$ cat config.mk
export PLATFORM = sky130hd
export DESIGN_NAME = muldiv_unit
export DESIGN_NICKNAME = d
export VERILOG_FILES = /design/src/rtl/muldiv_unit_pkg.sv /design/src/rtl/muldiv_unit.sv
export SDC_FILE = /design/constraint.sdc
export NUM_CORES = 1
export LEC_CHECK = 0
export CORE_UTILIZATION = 24
export CTS_CLUSTER_DIAMETER = 60
export CTS_CLUSTER_SIZE = 16
export DETAILED_ROUTE_END_ITERATION = 8
export HOLD_SLACK_MARGIN = 0.08
export PLACE_DENSITY = 0.38
export SLEW_MARGIN = 10
export SYNTH_ARGS = -nofsm -noshare
export SYNTH_HDL_FRONTEND = slang
export SYNTH_SLANG_ARGS = --single-unit
$ cat constraint.sdc
create_clock -name clk -period 12.4 [get_ports clk]
set_input_delay 1.24 -clock clk [delete_from_list [all_inputs] [get_ports clk]]
set_output_delay 1.24 -clock clk [all_outputs]
set_load 0.02 [all_outputs]
$ cat src/rtl/muldiv_unit_pkg.sv
// Shared types and operation decoding for the iterative RV32M multiply/divide unit.
package muldiv_unit_pkg;

    typedef enum logic [2:0] {
        OpMul    = 3'd0,
        OpMulh   = 3'd1,
        OpMulhsu = 3'd2,
        OpMulhu  = 3'd3,
        OpDiv    = 3'd4,
        OpDivu   = 3'd5,
        OpRem    = 3'd6,
        OpRemu   = 3'd7
    } muldiv_op_t;

    typedef enum logic [1:0] {
        StIdle,
        StRun,
        StDone
    } muldiv_state_t;

    function automatic logic op_is_div(input muldiv_op_t op);
        return op[2];
    endfunction

    function automatic logic op_a_signed(input muldiv_op_t op);
        return (op == OpMul) || (op == OpMulh) || (op == OpMulhsu) ||
               (op == OpDiv) || (op == OpRem);
    endfunction

    function automatic logic op_b_signed(input muldiv_op_t op);
        return (op == OpMul) || (op == OpMulh) || (op == OpDiv) || (op == OpRem);
    endfunction

endpackage

$ cat src/rtl/muldiv_unit.sv
// Iterative multiply/divide unit: MUL_STEP-bit shift-add multiply, radix-2 restoring divide,
// single-cycle path for divide-by-zero and signed overflow.
module muldiv_unit
    import muldiv_unit_pkg::*;
#(
    parameter int unsigned XLEN     = 32,
    parameter int unsigned MUL_STEP = 4
) (
    input  logic            clk,
    input  logic            reset_n,
    input  logic            go_i,
    input  logic [2:0]      op_i,
    input  logic [XLEN-1:0] a_i,
    input  logic [XLEN-1:0] b_i,
    input  logic            kill_i,
    output logic            busy_o,
    output logic            done_o,
    output logic [XLEN-1:0] result_o
);

    localparam int unsigned CntW = $clog2(XLEN) + 1;
    localparam logic [CntW-1:0] MulSteps = CntW'(XLEN / MUL_STEP);
    localparam logic [CntW-1:0] DivSteps = CntW'(XLEN);

    muldiv_state_t     state_q, state_d;
    muldiv_op_t        op_q, op_d, op_in;
    logic [CntW-1:0]   cnt_q, cnt_d;
    logic [2*XLEN-1:0] acc_q, acc_d;
    logic [XLEN-1:0]   opb_q, opb_d;
    logic              neg_q, neg_d;
    logic              negr_q, negr_d;
    logic [XLEN-1:0]   result_q, result_d;

    logic [2*XLEN-1:0] mul_acc, div_acc, prod;
    logic [XLEN:0]     sum, rem_sh, diff;
    logic [XLEN-1:0]   quot, rem, fin_res;
    logic              sa, sb, div_zero, div_ovf;

    function automatic logic [XLEN-1:0] mag(input logic [XLEN-1:0] v, input logic neg);
        return neg ? -v : v;
    endfunction

    assign op_in    = muldiv_op_t'(op_i);
    assign sa       = op_a_signed(op_in) & a_i[XLEN-1];
    assign sb       = op_b_signed(op_in) & b_i[XLEN-1];
    assign div_zero = (b_i == '0);
    assign div_ovf  = ((op_in == OpDiv) || (op_in == OpRem)) &&
                      (a_i == {1'b1, {(XLEN-1){1'b0}}}) && (b_i == '1);

    // Multiply: high half accumulates the multiplicand, low half shifts out multiplier bits.
    // Divide: high half is the partial remainder, low half shifts dividend out / quotient in.
    always_comb begin
        sum     = '0;
        mul_acc = acc_q;
        for (int i = 0; i < int'(MUL_STEP); i++) begin
            sum     = {1'b0, mul_acc[2*XLEN-1:XLEN]} + (mul_acc[0] ? {1'b0, opb_q} : '0);
            mul_acc = {sum, mul_acc[XLEN-1:1]};
        end
        rem_sh  = acc_q[2*XLEN-1:XLEN-1];
        diff    = rem_sh - {1'b0, opb_q};
        div_acc = diff[XLEN] ? {rem_sh[XLEN-1:0], acc_q[XLEN-2:0], 1'b0}
                             : {diff[XLEN-1:0], acc_q[XLEN-2:0], 1'b1};
    end

    always_comb begin
        prod = neg_q ? -mul_acc : mul_acc;
        quot = div_acc[XLEN-1:0];
        rem  = div_acc[2*XLEN-1:XLEN];
        unique case (op_q)
            OpMul:                   fin_res = prod[XLEN-1:0];
            OpMulh, OpMulhsu, OpMulhu: fin_res = prod[2*XLEN-1:XLEN];
            OpDiv, OpDivu:           fin_res = mag(quot, neg_q);
            OpRem, OpRemu:           fin_res = mag(rem, negr_q);
            default:                 fin_res = '0;
        endcase
    end

    always_comb begin
        state_d  = state_q;
        op_d     = op_q;
        cnt_d    = cnt_q;
        acc_d    = acc_q;
        opb_d    = opb_q;
        neg_d    = neg_q;
        negr_d   = negr_q;
        result_d = result_q;
        unique case (state_q)
            StIdle: begin
                if (go_i) begin
                    op_d   = op_in;
                    neg_d  = sa ^ sb;
                    negr_d = sa;
                    if (op_is_div(op_in)) begin
                        acc_d = {{XLEN{1'b0}}, mag(a_i, sa)};
                        opb_d = mag(b_i, sb);
                    end else begin
                        acc_d = {{XLEN{1'b0}}, mag(b_i, sb)};
                        opb_d = mag(a_i, sa);
                    end
                    if (op_is_div(op_in) && div_zero) begin
                        result_d = op_in[1] ? a_i : '1;
                        state_d  = StDone;
                    end else if (div_ovf) begin
                        result_d = op_in[1] ? '0 : a_i;
                        state_d  = StDone;
                    end else begin
                        cnt_d   = op_is_div(op_in) ? DivSteps : MulSteps;
                        state_d = StRun;
                    end
                end
            end
            StRun: begin
                acc_d = op_is_div(op_q) ? div_acc : mul_acc;
                cnt_d = cnt_q - CntW'(1);
                if (cnt_q == CntW'(1)) begin
                    result_d = fin_res;
                    state_d  = StDone;
                end
            end
            StDone: state_d = StIdle;
            default: state_d = StIdle;
        endcase
        if (kill_i) begin
            state_d  = StIdle;
            cnt_d    = '0;
            result_d = result_q;
        end
    end

    always_ff @(posedge clk) begin
        if (!reset_n) begin
            state_q  <= StIdle;
            op_q     <= OpMul;
            cnt_q    <= '0;
            acc_q    <= '0;
            opb_q    <= '0;
            neg_q    <= 1'b0;
            negr_q   <= 1'b0;
            result_q <= '0;
        end else begin
            state_q  <= state_d;
            op_q     <= op_d;
            cnt_q    <= cnt_d;
            acc_q    <= acc_d;
            opb_q    <= opb_d;
            neg_q    <= neg_d;
            negr_q   <= negr_d;
            result_q <= result_d;
        end
    end

    assign busy_o   = (state_q != StIdle);
    assign done_o   = (state_q == StDone);
    assign result_o = result_q;

endmodule

### Word-level counts from Yosys, hierarchy flattened

Cells that the tools add are included.

| word-level totals | value |
|---|---|
| flip-flop bits (word level) | 141 |
| input port bits | 71 |
| output and inout port bits | 34 |
| logic and storage cells | 103 |

| cells by class | value |
|---|---|
| add/sub/neg operators | 11 |
| equality and inequality tests | 21 |
| muxes and demuxes | 33 |
| bitwise gates (word level) | 5 |
| reduce and logical (&&, ||, !) cells | 25 |

Operators by type and width:

| operator | count |
|---|---|
| $mux 32 | 16 |
| $mux 64 | 4 |
| $add 32x32->33 | 4 |
| $neg 32->32 | 4 |
| $pmux 32 s4 | 1 |
| $pmux 64 s2 | 1 |
| $eq 32x32->1 const B | 2 |
| $neg 64->64 | 1 |
| $pmux 32 s2 | 1 |
| $sub 33x32->33 | 1 |
| $logic_not 32->1 | 1 |
| $mux 6 | 4 |
| $eq 3x3->1 const B | 6 |
| $pmux 6 s2 | 1 |
| $eq 3x2->1 const B | 3 |
| $mux 2 | 4 |
| $ne 2x2->1 const B | 4 |
| $logic_or 1x1->1 | 7 |
| $eq 3x1->1 const B | 2 |
| $eq 6x1->1 const B | 1 |
| $logic_not 3->1 | 2 |
| $reduce_and 2->1 | 3 |
| $reduce_or 2->1 | 3 |
| $sub 6x1->6 const B | 1 |
| 13 further kinds | 18 |

### Depth between registers and ports, before layout

| depth | value |
|---|---|
| depth in word-level cells | 10 |
| depth in mapped cells | 49 |
| mapped depth without buffers | 46 |

### Least setup slack after synthesis

Ideal clock, no wire load.

| timing | value |
|---|---|
| kind | register -> register |
| from | reg acc_q[0] |
| to | reg result_q[31] (netlist: result_o[31]) |
| setup time | 133 ps |
| arrival | 8510 ps |
| required time | 12267 ps |
| path slack | 3757 ps |
| cell stages (with the launch flop) | 44 |
| clock period less this slack | 8643 ps |
| path through | dfxtp_1 clkbuf_1 and2_1 ha_1 inv_1 fa_1 nor2b_1 o21ai_0 a21boi_0 o211ai_1 a21boi_0 o21ai_0 nand2b_1 a21oi_1 xnor2_1 ha_1 a21oi_1 o21ai_0 [8 not listed] a2111oi_0 o31a_1 nor2b_1 or4_1 a31oi_1 xnor2_1 ha_1 a21o_1 a21o_1 a21oi_1 o21ai_0 or3b_2 a21oi_1 xnor2_1 and4_1 mux2i_1 a2111oi_1 a21oi_1 |

| on the way | value |
|---|---|
| word-level cells in the longest chain between the ends | 10 |
| elaborated cells between the ends (all ways) | 13 |
| those cells by class | add/sub (6); mux (7) |

Ends and longest elaborated chain:

| element | RTL line | source |
|---|---|---|
| from (decl) | muldiv_unit.sv:28 | `logic [2*XLEN-1:0] acc_q, acc_d;` |
| from (signal assigned) | muldiv_unit.sv:135 | `acc_q <= '0;` |
| from (signal assigned) | muldiv_unit.sv:144 | `acc_q <= acc_d;` |
| $mux 32 | muldiv_unit.sv:56 | `sum = {1'b0, mul_acc[2*XLEN-1:XLEN]} + (mul_acc[0] ? {1'b0, opb_q} : '0);` |
| $add 32x32->33 (4 in a row) | muldiv_unit.sv:56 |  |
| $neg 64->64 | muldiv_unit.sv:66 | `prod = neg_q ? -mul_acc : mul_acc;` |
| $mux 64 | muldiv_unit.sv:66 |  |
| $pmux 32 s4 (*) | muldiv_unit.sv:69 | `unique case (op_q)` |
| $mux 32 (*) | muldiv_unit.sv:115 | `if (cnt_q == CntW'(1)) begin` |
| $pmux 32 s2 (*) | muldiv_unit.sv:87 | `unique case (state_q)` |
| to (signal assigned) | muldiv_unit.sv:148 | `result_q <= result_d;` |
| to (decl) | muldiv_unit.sv:32 | `logic [XLEN-1:0] result_q, result_d;` |

Mark *: on every way between the ends. The rest lies on a longest branch, timed or not. The select of a mux whose other input is x is not followed.
A chain may end at the register's enable or synchronous reset.

### Worst setup path after layout

| timing | value |
|---|---|
| from | reg acc_q[0] |
| to | reg result_q[29] (netlist: result_o[29]) |

Same word-level chain as after synthesis.

==> metrics.cfg <==
[status]
outcome=complete, no violations

[floorplanning]
die_h_um=305
fp.dieW_um=305
ios=105
dieArea_sq_mm=0.0929
rows=110
initial_utilization=0.243
design.core.area_sq_mm=0.0904

[clock_network]
cts_hold_buf=0
ctsLongestPathBuffers=2
cts_root_buf=clkbuf_16
htreeDepth=4
cts_setup_buffers=0
clkSinkCount=141
cts_made_buffers=17
cts-resized-gates=0
clk_pin_slew_worst_paths_ps=70
cts_tree=built
clk_latency_ps=510

[yosys]
avgSynthCellArea_sq_um=6.91
yosys.cell_count.top_type=nand2_1
synthArstFlopShare=0
synth_cell_types=103
synth.cells.most_frequent=nand2_1 (330), nor2_1 (288), a21oi_1 (284), o21ai_0 (212), xnor2_1 (172)
synth_top_area_cell=dfxtp_1
synth.net_count=3426
yosysWarnings=0
synth_seq_area_share=0.128
synth_flop_cell=dfxtp_1
synth_area_leaders=dfxtp_1 (13%), ha_1 (9.6%), xnor2_1 (6.8%)
synth-edff-count=0
syn_area_sq_mm=0.0220
synth_top_area_frac=0.128
netlist_instances=3182
synth.ff_latch_count=141

[placement]
routabilityCongestion=0.923
dpl_cell_area_sq_mm=0.0240
pre_cts_ws_ps=1600
dp_hpwl_mm=85.6
port_buffers=104

[route]
first_pass_iters=6
drt_iter0_markers=1960
drt-wirelength-per-cell_um=24.6
vias=23800
ant_nets=0
totalWireLength_mm=107
drc=0
via_per_inst=5.51

[worst_setup_path]
critPathMaxStageDelay_ps=1080
critical_path_required_ps=12740
crit_type=reg2reg
worstSetupStartpointType=register
cpMostUsedCell=a21oi_1
critPathMaxFanout=31
critPathCaptureType=register
crit_slowest_cell=a2111oi_1
crit_arrival_ps=11170

[timing]
setup_viol_count_final=0
worstMarginPinSlew_ps=1240
skew_ps=19.7
rsz0062_at_grt=false
timing.fmax_ghz=0.0924
fin_crit_sh=0.873
slew-limit-headroom=0.169
fin_crit_ps=10820
fin_setup_tns_ps=0
drv_slew=0
finalHoldViolCount=0
worst_slack_ps=1580
hold_ws_ps=472

[layout]
nets=3385
diodes=0
final_area_sq_mm=0.0247
synthToLayoutAreaGrowth_pct=12.1
layout-drive-gt1-share=0.0409

[hold_path]
hp-class=reg2reg

[power]
peakVddDrop_v=0.000121
power.density_mw_per_mm2=86.3
p_leak_nw=9.44

[global_routing]
grt_pass1_wl_mm=157
grt_max_degree=80
track_usage=0.224
first_global_vias=22900
overflow=0
antenna_found_initial=1

[job]
cap_viol_max_count=0

[critical path, delay by kind of cell, from the launching register on]
kind	cells	cell delay [ps]
buffers and inverters	2	450
XOR/XNOR	5	770
flip-flops	1	410
AO/OA/AOI/OAI	20	5770
AND/OR/NAND/NOR	10	1720
adder cells (fa/ha/maj)	4	1480
[through the flow]
| stage | util | power (mW) | cells |
|---|---|---|---|
| 2_1_floorplan | - | 1.18 | 3182 |
| 3_3_place_gp | 0.266 | 1.55 | 4298 |
| 3_5_place_dp | 0.266 | 1.54 | 4298 |
| 4_1_cts | 0.273 | 2.13 | 4330 |
| 5_1_grt | 0.273 | 2.24 | 4330 |
| 6_report | 0.273 | 2.13 | 4330 |
[routing by layer]
layer	wire length, um	up-vias	global-route usage
met4	3110	0	0.0700
met5	0	-	0
met3	4360	105	0.0216
li1	-	11600	-
met2	48300	631	0.362
met1	50800	11500	0.312
[power by group]
group          internal, mW  leakage, nW  switching [mW]  total [mW]
logic                 0.340         7.99           0.660        1.00
registers             0.478         1.15          0.0711       0.549
clock network         0.320        0.302           0.257       0.577
[cell usage in the layout, fill, tap and decap left out, types with 52 or more instances in the layout]
cell type        netlist  routed
and2_1               117     116
clkdlybuf4s50_1        0     103
o21ai_0              212     211
a21oi_1              284     284
a211oi_1             111     111
o211ai_1              66      66
ha_1                 168     168
nand2_1              330     329
inv_1                106     106
xor2_1               116     116
nor3_1                73      72
dfxtp_1              141     139
nand3_1               76      76
a21o_1                52      52
xnor2_1              172     172
nor2_1               288     288
mux2i_1               69      69
[worst paths after layout]
kind / start / to / slack, ps / cells after the start
setup / recovery: acc_q[0] / result_o[29] / 1580 / 41
hold / removal: result_o[3] / result_o[3] / 470 / 2
setup reg to reg: acc_q[0] / result_o[29] / 1580 / 41
hold reg to reg: result_o[3] / result_o[3] / 470 / 2
[state kept, by name (all words and copies together) (netlist names)]
name,cells
state_q,2
result_o,32
acc_q,64
negr_q,1
op_q,3
neg_q,1
opb_q,32
cnt_q,6
[cell families (layout without fill, tap and decap cells)]
group / after synthesis / in the layout / synth area share
fa+ha+maj: 173 / 173 / 0.100
mux: 73 / 73 / 0.0334
buf+inv: 312 / 284 / 0.0549
flops: 141 / 141 / 0.128
compound gates: 1052 / 1052 / 0.314
xor+xnor: 288 / 288 / 0.115
simple gates: 1143 / 1143 / 0.254
[cell type report]
| cell class | count | area [sq um] |
|---|---|---|
| Tap cell | 1176 | 1470 |
| Sequential cell | 141 | 2830 |
| Timing Repair Buffer | 142 | 1320 |
| Clock inverter | 14 | 179 |
| Inverter | 110 | 418 |
| Fill cell | 10000 | 65800 |
| Clock buffer | 18 | 429 |
| Multi-Input combinational cell | 2729 | 18000 |
Power figures use the tool's default switching activity.
